File: config.mk
export PLATFORM = sky130hd
export DESIGN_NAME = udp_tx_payload_serializer
export DESIGN_NICKNAME = d
export VERILOG_FILES = /design/src/rtl/eth_udp_pkg.sv /design/src/rtl/udp_tx_payload_serializer_stretch.sv /design/src/rtl/udp_tx_payload_serializer.sv
export SDC_FILE = /design/constraint.sdc
export NUM_CORES = 2
export LEC_CHECK = 0
export BUFFER_PORTS_ARGS = -buffer_cell sky130_fd_sc_hd__buf_2
export CAP_MARGIN = 20
export CORE_AREA = 4 4 771 773
export CTS_BUF_LIST = sky130_fd_sc_hd__clkbuf_4 sky130_fd_sc_hd__clkbuf_8
export DETAILED_ROUTE_END_ITERATION = 8
export DIE_AREA = 0 0 775 777
export GPL_TIMING_DRIVEN = 0
export SYNTH_ARGS = -nofsm -noshare
export SYNTH_HDL_FRONTEND = slang
export SYNTH_SLANG_ARGS = --single-unit
File: constraint.sdc
create_clock -name rgmii_clk -period 6.3 [get_ports rgmii_clk]
set_input_delay 1.26 -clock rgmii_clk [delete_from_list [all_inputs] [get_ports rgmii_clk]]
set_output_delay 1.26 -clock rgmii_clk [all_outputs]
set_load 0.05 [all_outputs]
File: src/rtl/eth_udp_pkg.sv
// Shared constants, FSM state type and helpers for the UDP send path.
// Defaults: payload width, length width, inter-frame gap, done stretch.
package eth_udp_pkg;

  localparam int DEF_BYTES        = 120;
  localparam int DEF_LEN_W        = 16;
  localparam int DEF_GAP_CYCLES   = 12;
  localparam int DEF_DONE_STRETCH = 16;

  typedef enum logic [1:0] {
    IDLE,
    SEND,
    GAP
  } tx_state_t;

  // Channel index width, never below one bit.
  function automatic int ch_w(input int n);
    return (n > 1) ? $clog2(n) : 1;
  endfunction

endpackage

File: src/rtl/udp_tx_payload_serializer_stretch.sv
// pulse_stretcher: holds stretched high for STRETCH cycles after trig.
// Ports: clk, rst (sync, active high), trig, stretched.
module pulse_stretcher #(
  parameter int STRETCH = 16
) (
  input  logic clk,
  input  logic rst,
  input  logic trig,
  output logic stretched
);

  localparam int SW = $clog2(STRETCH + 1);

  logic [SW-1:0] cnt;

  // A trigger always reloads, so back-to-back events never dip low.
  always_ff @(posedge clk) begin
    if (rst) begin
      cnt <= '0;
    end else if (trig) begin
      cnt <= SW'(STRETCH);
    end else if (cnt != '0) begin
      cnt <= cnt - 1'b1;
    end
  end

  assign stretched = (cnt != '0);

endmodule

File: src/rtl/udp_tx_payload_serializer.sv
// Round-robin payload serializer: NUM_CH wide descriptors -> byte stream.
// Ports: rgmii_clk/rst, in_valid/in_ready/in_data/in_length per channel,
// tx_valid/tx_ready/tx_data/tx_last/tx_length/tx_chan, done_stretch, len_err.
module udp_tx_payload_serializer
  import eth_udp_pkg::*;
#(
  parameter int NUM_CH       = 2,
  parameter int BYTES        = DEF_BYTES,
  parameter int LEN_W        = DEF_LEN_W,
  parameter int GAP_CYCLES   = DEF_GAP_CYCLES,
  parameter int DONE_STRETCH = DEF_DONE_STRETCH
) (
  input  logic                      rgmii_clk,
  input  logic                      rst,
  input  logic [NUM_CH-1:0]         in_valid,
  output logic [NUM_CH-1:0]         in_ready,
  input  logic [NUM_CH*BYTES*8-1:0] in_data,
  input  logic [NUM_CH*LEN_W-1:0]   in_length,
  output logic                      tx_valid,
  input  logic                      tx_ready,
  output logic [7:0]                tx_data,
  output logic                      tx_last,
  output logic [LEN_W-1:0]          tx_length,
  output logic [ch_w(NUM_CH)-1:0]   tx_chan,
  output logic [NUM_CH-1:0]         done_stretch,
  output logic                      len_err
);

  localparam int CW = ch_w(NUM_CH);
  localparam int DW = BYTES * 8;
  localparam int IW = $clog2(BYTES + 1);
  localparam int GW = (GAP_CYCLES > 1) ? $clog2(GAP_CYCLES) : 1;
  localparam int GLD = (GAP_CYCLES > 0) ? GAP_CYCLES - 1 : 0;
  localparam logic [LEN_W-1:0] MAX_LEN = LEN_W'(BYTES);

  tx_state_t state, state_nxt, post;

  logic [CW-1:0]    ptr, gnt;
  logic             gnt_any;
  logic [DW-1:0]    shreg, sel_data;
  logic [IW-1:0]    idx;
  logic [LEN_W-1:0] len, sel_len, clamp_len;
  logic [GW-1:0]    gcnt;
  logic             xfer, hs, last_hs;
  logic [NUM_CH-1:0] done_evt;

  // First valid channel at or above ptr, wrapping.
  always_comb begin : arb
    logic [CW-1:0] c;
    c = ptr;
    gnt = '0;
    gnt_any = 1'b0;
    for (int i = 0; i < NUM_CH; i++) begin
      if (!gnt_any && in_valid[c]) begin
        gnt = c;
        gnt_any = 1'b1;
      end
      c = (c == CW'(NUM_CH - 1)) ? '0 : c + 1'b1;
    end
  end

  always_comb begin
    sel_len = '0;
    sel_data = '0;
    for (int c = 0; c < NUM_CH; c++) begin
      if (gnt == CW'(c)) begin
        sel_len = in_length[c*LEN_W +: LEN_W];
        sel_data = in_data[c*DW +: DW];
      end
    end
  end

  assign clamp_len = (sel_len > MAX_LEN) ? MAX_LEN : sel_len;

  always_comb begin
    in_ready = '0;
    if (state == IDLE && gnt_any && !rst) begin
      in_ready[gnt] = 1'b1;
    end
  end

  assign xfer = |(in_ready & in_valid);

  assign tx_valid = (state == SEND);
  assign tx_data = shreg[DW-1 -: 8];
  assign tx_last = tx_valid && (LEN_W'(idx) == len - 1'b1);
  assign tx_length = len;
  assign hs = tx_valid && tx_ready;
  assign last_hs = hs && tx_last;

  always_comb begin
    done_evt = '0;
    if (last_hs) begin
      done_evt[tx_chan] = 1'b1;
    end
    if (xfer && clamp_len == '0) begin
      done_evt[gnt] = 1'b1;
    end
  end

  always_ff @(posedge rgmii_clk) begin
    if (rst) begin
      state <= IDLE;
    end else begin
      state <= state_nxt;
    end
  end

  always_comb begin
    post = IDLE;
    if (GAP_CYCLES > 0) begin
      post = GAP;
    end
    state_nxt = state;
    unique case (state)
      IDLE: begin
        if (xfer) begin
          state_nxt = (clamp_len == '0) ? post : SEND;
        end
      end
      SEND: begin
        if (last_hs) begin
          state_nxt = post;
        end
      end
      GAP: begin
        if (gcnt == '0) begin
          state_nxt = IDLE;
        end
      end
      default: state_nxt = IDLE;
    endcase
  end

  always_ff @(posedge rgmii_clk) begin
    if (rst) begin
      ptr     <= '0;
      shreg   <= '0;
      len     <= '0;
      idx     <= '0;
      tx_chan <= '0;
      gcnt    <= '0;
      len_err <= 1'b0;
    end else begin
      if (xfer) begin
        shreg   <= sel_data;
        len     <= clamp_len;
        tx_chan <= gnt;
        idx     <= '0;
        ptr     <= (gnt == CW'(NUM_CH - 1)) ? '0 : gnt + 1'b1;
        if (sel_len > MAX_LEN) begin
          len_err <= 1'b1;
        end
      end
      // Shift MSB-first so the next byte is always on top.
      if (hs) begin
        if (tx_last) begin
          idx <= '0;
        end else begin
          idx   <= idx + 1'b1;
          shreg <= shreg << 8;
        end
      end
      // Preloaded outside GAP; GAP lasts GLD+1 cycles.
      if (state != GAP) begin
        gcnt <= GW'(GLD);
      end else if (gcnt != '0) begin
        gcnt <= gcnt - 1'b1;
      end
    end
  end

  for (genvar c = 0; c < NUM_CH; c++) begin : g_done
    pulse_stretcher #(
      .STRETCH(DONE_STRETCH)
    ) u_ps (
      .clk      (rgmii_clk),
      .rst      (rst),
      .trig     (done_evt[c]),
      .stretched(done_stretch[c])
    );
  end

endmodule
* Word-level counts from Yosys, hierarchy flattened *
Index checks and enable logic that the tools add are counted.

cells by class
  bitwise logic cells = 2
  equality and inequality tests = 7
  reductions and logical operators = 27
  $add $sub $neg = 7
  magnitude comparators = 7
  muxes and demuxes = 37

operators by type and width
  kind                                                                              count
  960-bit two-way mux                                                               4
  16-bit two-way mux                                                                2
  7-bit two-way mux                                                                 3
  5-bit two-way mux                                                                 4
  7-bit by 16-bit == test with 1-bit output                                         1
  16-bit by 7-bit greater-than comparator with 1-bit output, second input constant  1
  16-bit logical NOT                                                                1
  16-bit by 1-bit subtractor with 16-bit output, second input constant              1
  2-bit two-way mux                                                                 7
  1-bit two-way mux                                                                 12
  5-bit nonzero test                                                                2
  5-bit by 1-bit subtractor with 5-bit output, second input constant                2
  1-bit logical AND                                                                 9
  1-bit by 2-bit less-than comparator with 1-bit output, second input constant      4
  4-bit two-way mux                                                                 2
  2-bit nonzero test                                                                4
  2-bit OR reduction                                                                4
  7-bit by 1-bit adder with 7-bit output, second input constant                     1
  2-bit inequality test, second input constant                                      3
  2-bit one-hot mux with 3 select lines                                             1
  4-bit logical NOT                                                                 1
  4-bit nonzero test                                                                1
  4-bit by 1-bit subtractor with 4-bit output, second input constant                1
  3-bit AND reduction                                                               1
  other kinds (11)                                                                  15

storage, ports and cells
  output and inout port bits = 32
  flip-flop bits (word level) = 1002
  bits of input ports = 1957
  word-level logic and storage cells = 100

* Longest topological paths before layout *
  word-level depth = 16
  mapped depth = 12
  gate-level depth less buffers = 8

* Cells and area by module *
A second synthesis with hierarchy kept.

second synthesis, totals
  cells, all modules = 5641
  area, all modules = 45517.4 µm²

modules (own cells, without submodules)
  module                     cells an instance  instances  seq. area each (µm²)  area an instance (µm²)
  udp_tx_payload_serializer  5593               1          19859.0               45072.0
  pulse_stretcher            24                 2          100.1                 222.7

* Worst setup path after synthesis *
Ideal clock, no wire load.

  path kind = input to output
  from = in in_valid[0]
  to = out in_ready[0]
  stages on the path = 6
  setup slack = 2.213 ns
  buffers on the path = 3
  arrival = 2.827 ns
  required time = 5.040 ns
  path through = nand2b_1 and2_1 clkbuf_1 clkbuf_1 clkbuf_1 nor2_1

on the way
  longest elaborated chain between the ends = 11
  elaborated cells on any way between the ends = 18
  those cells by class = order compare (2); mux (11); reduce/logical (5)

RTL lines
  what                                                                                                                                     RTL line                         RTL
  from (decl)                                                                                                                              udp_tx_payload_serializer.sv:15  input logic [NUM_CH-1:0] in_valid,
  1-bit two-way mux (not written as such) (2 in series)                                                                                    udp_tx_payload_serializer.sv:54  if (!gnt_any && in_valid[c]) begin
  1-bit two-way mux                                                                                                                        udp_tx_payload_serializer.sv:54
  1-bit logical NOT                                                                                                                        udp_tx_payload_serializer.sv:54
  1-bit logical AND                                                                                                                        udp_tx_payload_serializer.sv:54
  1-bit two-way mux                                                                                                                        udp_tx_payload_serializer.sv:54
  1-bit by 2-bit less-than comparator with 1-bit output (not written as such) / 1-bit greater-or-equal comparator (equally long branches)  udp_tx_payload_serializer.sv:78  in_ready[gnt] = 1'b1;
  1-bit logical AND (not written as such)                                                                                                  udp_tx_payload_serializer.sv:78
  1-bit two-way mux (not written as such)                                                                                                  udp_tx_payload_serializer.sv:78
  1-bit demux with 1-bit select                                                                                                            udp_tx_payload_serializer.sv:78
  2-bit two-way mux (*)                                                                                                                    udp_tx_payload_serializer.sv:77  if (state == IDLE && gnt_any && !rst) begin
  to (decl)                                                                                                                                udp_tx_payload_serializer.sv:16  output logic [NUM_CH-1:0] in_ready,

Every way passes the cells marked *; elsewhere a longest branch is shown, timed or not. The select of a mux whose other input is x is not followed.

* Final worst setup path *
  from = reg ptr
  to = out in_ready[1]

on the way
  longest elaborated chain between the ends = 11
  elaborated cells on any way between the ends = 20
  those cells by class = add/sub (1); order compare (2); mux (12); reduce/logical (5)

RTL lines
  what                                                                                                                                     RTL line                                                          RTL
  from (decl)                                                                                                                              udp_tx_payload_serializer.sv:38                                   logic [CW-1:0] ptr, gnt;
  from (signal assigned)                                                                                                                   udp_tx_payload_serializer.sv:150                                  ptr <= (gnt == CW'(NUM_CH - 1)) ? '0 : gnt + 1'b1;
  1-bit adder / 1-bit two-way mux (equally long branches)                                                                                  udp_tx_payload_serializer.sv:58, udp_tx_payload_serializer.sv:54
  1-bit two-way mux (on tied branches)                                                                                                     udp_tx_payload_serializer.sv:58, udp_tx_payload_serializer.sv:54
  1-bit two-way mux (not written as such)                                                                                                  udp_tx_payload_serializer.sv:54
  1-bit two-way mux (not written as such) / 1-bit logical NOT (equally long branches)                                                      udp_tx_payload_serializer.sv:54
  1-bit logical AND                                                                                                                        udp_tx_payload_serializer.sv:54
  1-bit two-way mux                                                                                                                        udp_tx_payload_serializer.sv:54
  1-bit by 2-bit less-than comparator with 1-bit output (not written as such) / 1-bit greater-or-equal comparator (equally long branches)  udp_tx_payload_serializer.sv:78
  1-bit logical AND (not written as such)                                                                                                  udp_tx_payload_serializer.sv:78
  1-bit two-way mux (not written as such)                                                                                                  udp_tx_payload_serializer.sv:78
  1-bit demux with 1-bit select                                                                                                            udp_tx_payload_serializer.sv:78
  2-bit two-way mux (*)                                                                                                                    udp_tx_payload_serializer.sv:77

Marks and branches as above.

==> out/qor.csv <==
metric;value;unit
avgViaCountPerCell;4.01;
cts_max_path_buffers;4;
irDropWorstVdd;0.000125;V
numCtsBuffers;200;
crit_top_cell;clkbuf_1;
fin_nets;11944;
ant_nets;0;
gp_congestion;1.29;
cp-start-kind;flop;
syn_area;57200;sq um
cts_resized;0;
yosysMostFrequentCell;nand2_1;
crit_path_cell_trace;nand2b_1 > nand2_1 > clkbuf_4 > buf_16 > clkbuf_1 > clkbuf_1 > nor2_1 > buf_2;
power_density;240;nW/um^2
synthFlopType;dfxtp_1;
htree_num_levels;4;
grt_first_pass_wirelength;724000;um
multi_input_area;33800;sq um
synth_largest_area_cell;dfxtp_1;
die_w;775;um
clk_pin_slew;70;ps
cp_max_fo;10;
setup_viol;0;
finalClockSkew;134;ps
grt_pass1_vias;68712;
layout.cells.non_filler;18674;
wl;587000;um
die_area;602000;sq um
max_freq;179;MHz
start_util;9.73;%
synth_common_cells;nand2_1, dfxtp_1, nand3_1;
placedCellCount;17588;
slew_headroom;13.8;%
async_reset_ff_share;0;%
ys_ff_latch;1002;
drc;0;
cts_tree;built;
core;588000;sq um
outcome;complete, no violations;
clock-sinks;1002;
post_route_cells_drive_above_1_share;24.7;%
cp.required;5040;ps
syn_to_final_growth;46.4;%
antenna_found_initial;842;
utilization;14.2;%
hold_viol;0;
max-cap-violations;0;
synth_nets;9728;
ys_warn_count;0;
cp_slowest_cell;clkbuf_1;
syn_inst;7765;
post-cts-setup-buffer-count;0;
cpPeakStageDelay;850;ps
first_iter_violations;8628;
p_total;0.0201;W
rsz0062_at_grt;false;
maxSlewViolCount;0;
min_period_over_period;88.4;%
hpwl;518000;um
yosysSeqAreaShare;35.1;%
portBuffers;1988;
ff_latch_area;20100;sq um
period_minus_slack;5570;ps
synth_area_leaders;dfxtp_1, nand2_1, mux2i_1;
globalRouteOverflowTotal;0;
ioPinCount;1989;
vias;74790;
root_buffer;clkbuf_8;
clock_latency;1010;ps
num-fill-cells;68264;
p_leak;30.6;nW
avgSynthCellArea;7.37;sq um
ys_types;49;
cp-end-kind;output port;
gr-usage-all-layers;18.4;%
post_drt_wl_per_cell;31.4;um
cts_hold_buffers;0;
drt-pass1-iter-count;8;
hold_path_class;reg -> reg;
netlist.area_leader.share;35.1;%
arrival;4310;ps
criticalPathCategory;reg -> out;
synth-edff-count;0;
row_count;282;
grt_max_degree;17;
die_y;777;um
worstMarginPinSlew;1290;ps
power by group:
part	switching, W	internal (W)	leakage, nW
Clock	0.00341	0.00431	2.36
Sequential	0.000499	0.00700	8.25
Combinational	0.00319	0.00170	20.0
Total	0.00710	0.0130	30.6
area by class of cell:
class | count | area share (%)
multi-input cells | 5984 | 40.3
flip-flops and latches | 1002 | 23.9
repair buffers | 2014 | 12.5
well taps | 7810 | 11.7
clock buffers | 321 | 4.77
plain buffers | 767 | 3.99
diodes | 725 | 2.17
clock inverters | 39 | 0.541
inverters | 12 | 0.0538
worst paths after layout:
path	cells after the start	to	startpoint	slack, ps
worst min-delay path	2	shreg[173]	shreg[165]	410
worst max register to register	11	shreg[341]	tx_length[1]	1390
worst max-delay path	8	in_ready[1]	ptr	730
worst min register to register	2	shreg[173]	shreg[165]	410
critical path: cells and delay by family, from the launching register on:
kind	cells	cell delay, ps
flip-flops	1	330
AND/OR/NAND/NOR	3	410
buffers and inverters	5	2500
flip-flops by register name, indices dropped and copies added (netlist names):
register and count:
shreg 960, ptr 1, g_done.u_ps.cnt 10, gcnt 4, idx 7, state 2, len_err 1, tx_length 16
tx_chan 1
logic make-up after synthesis:
| logic type | count (synthesis) | synth area share, % |
|---|---|---|
| AND/OR/NAND/NOR | 3977 | 28.6 |
| AO/OA/AOI/OAI | 1023 | 13.3 |
| buffers and inverters | 779 | 5.87 |
| XOR/XNOR | 18 | 0.276 |
| flip-flops | 1002 | 35.1 |
| multiplexers | 960 | 16.8 |
| adder cells (fa/ha/maj) | 6 | 0.131 |
through the flow:
step | setup WS [ps] | area [sq um] | TNS (ps) | hold slack (ps)
2_1_floorplan | 2210 | 57200 | 0 | 448
3_3_place_gp | -3920 | 76900 | -2071950 | 460
3_5_place_dp | 840 | 77500 | 0 | 459
4_1_cts | 595 | 81900 | 0 | 377
5_1_grt | 603 | 83100 | 0 | 430
6_report | 728 | 83800 | 0 | 413
per-layer routing:
metal / GRT usage (%) / vias up / share of wire, %
li1: - / 32232 / -
met5: 0.207 / - / 0.46
met1: 20.3 / 35152 / 37
met3: 11.2 / 1677 / 15
met2: 26.2 / 5329 / 41
met4: 12.3 / 400 / 7.2
cell usage in the layout (no fill, tap or decap), drive strengths merged, types with 2 or more instances in the layout:
cell type  instances
mux2               2
o21a               3
and3               7
o22ai              2
o211ai           953
dfxtp           1002
bufinv             7
a31oi              4
o21ai              9
a211o              3
buf             2160
a22oi              2
nor2b              5
or4                4
a21oi             32
clkinvlp           5
o31ai              3
nand3            961
nand4              8
and2               4
xor2              12
nor2              25
nand2b             4
or3                7
inv               19
clkbuf           942
ha                 6
nor4              19
mux2i            958
clkinv            20
diode            725
nor3              35
xnor2              6
nand2           2895
Note: power is estimated with default switching activity, not from simulation.
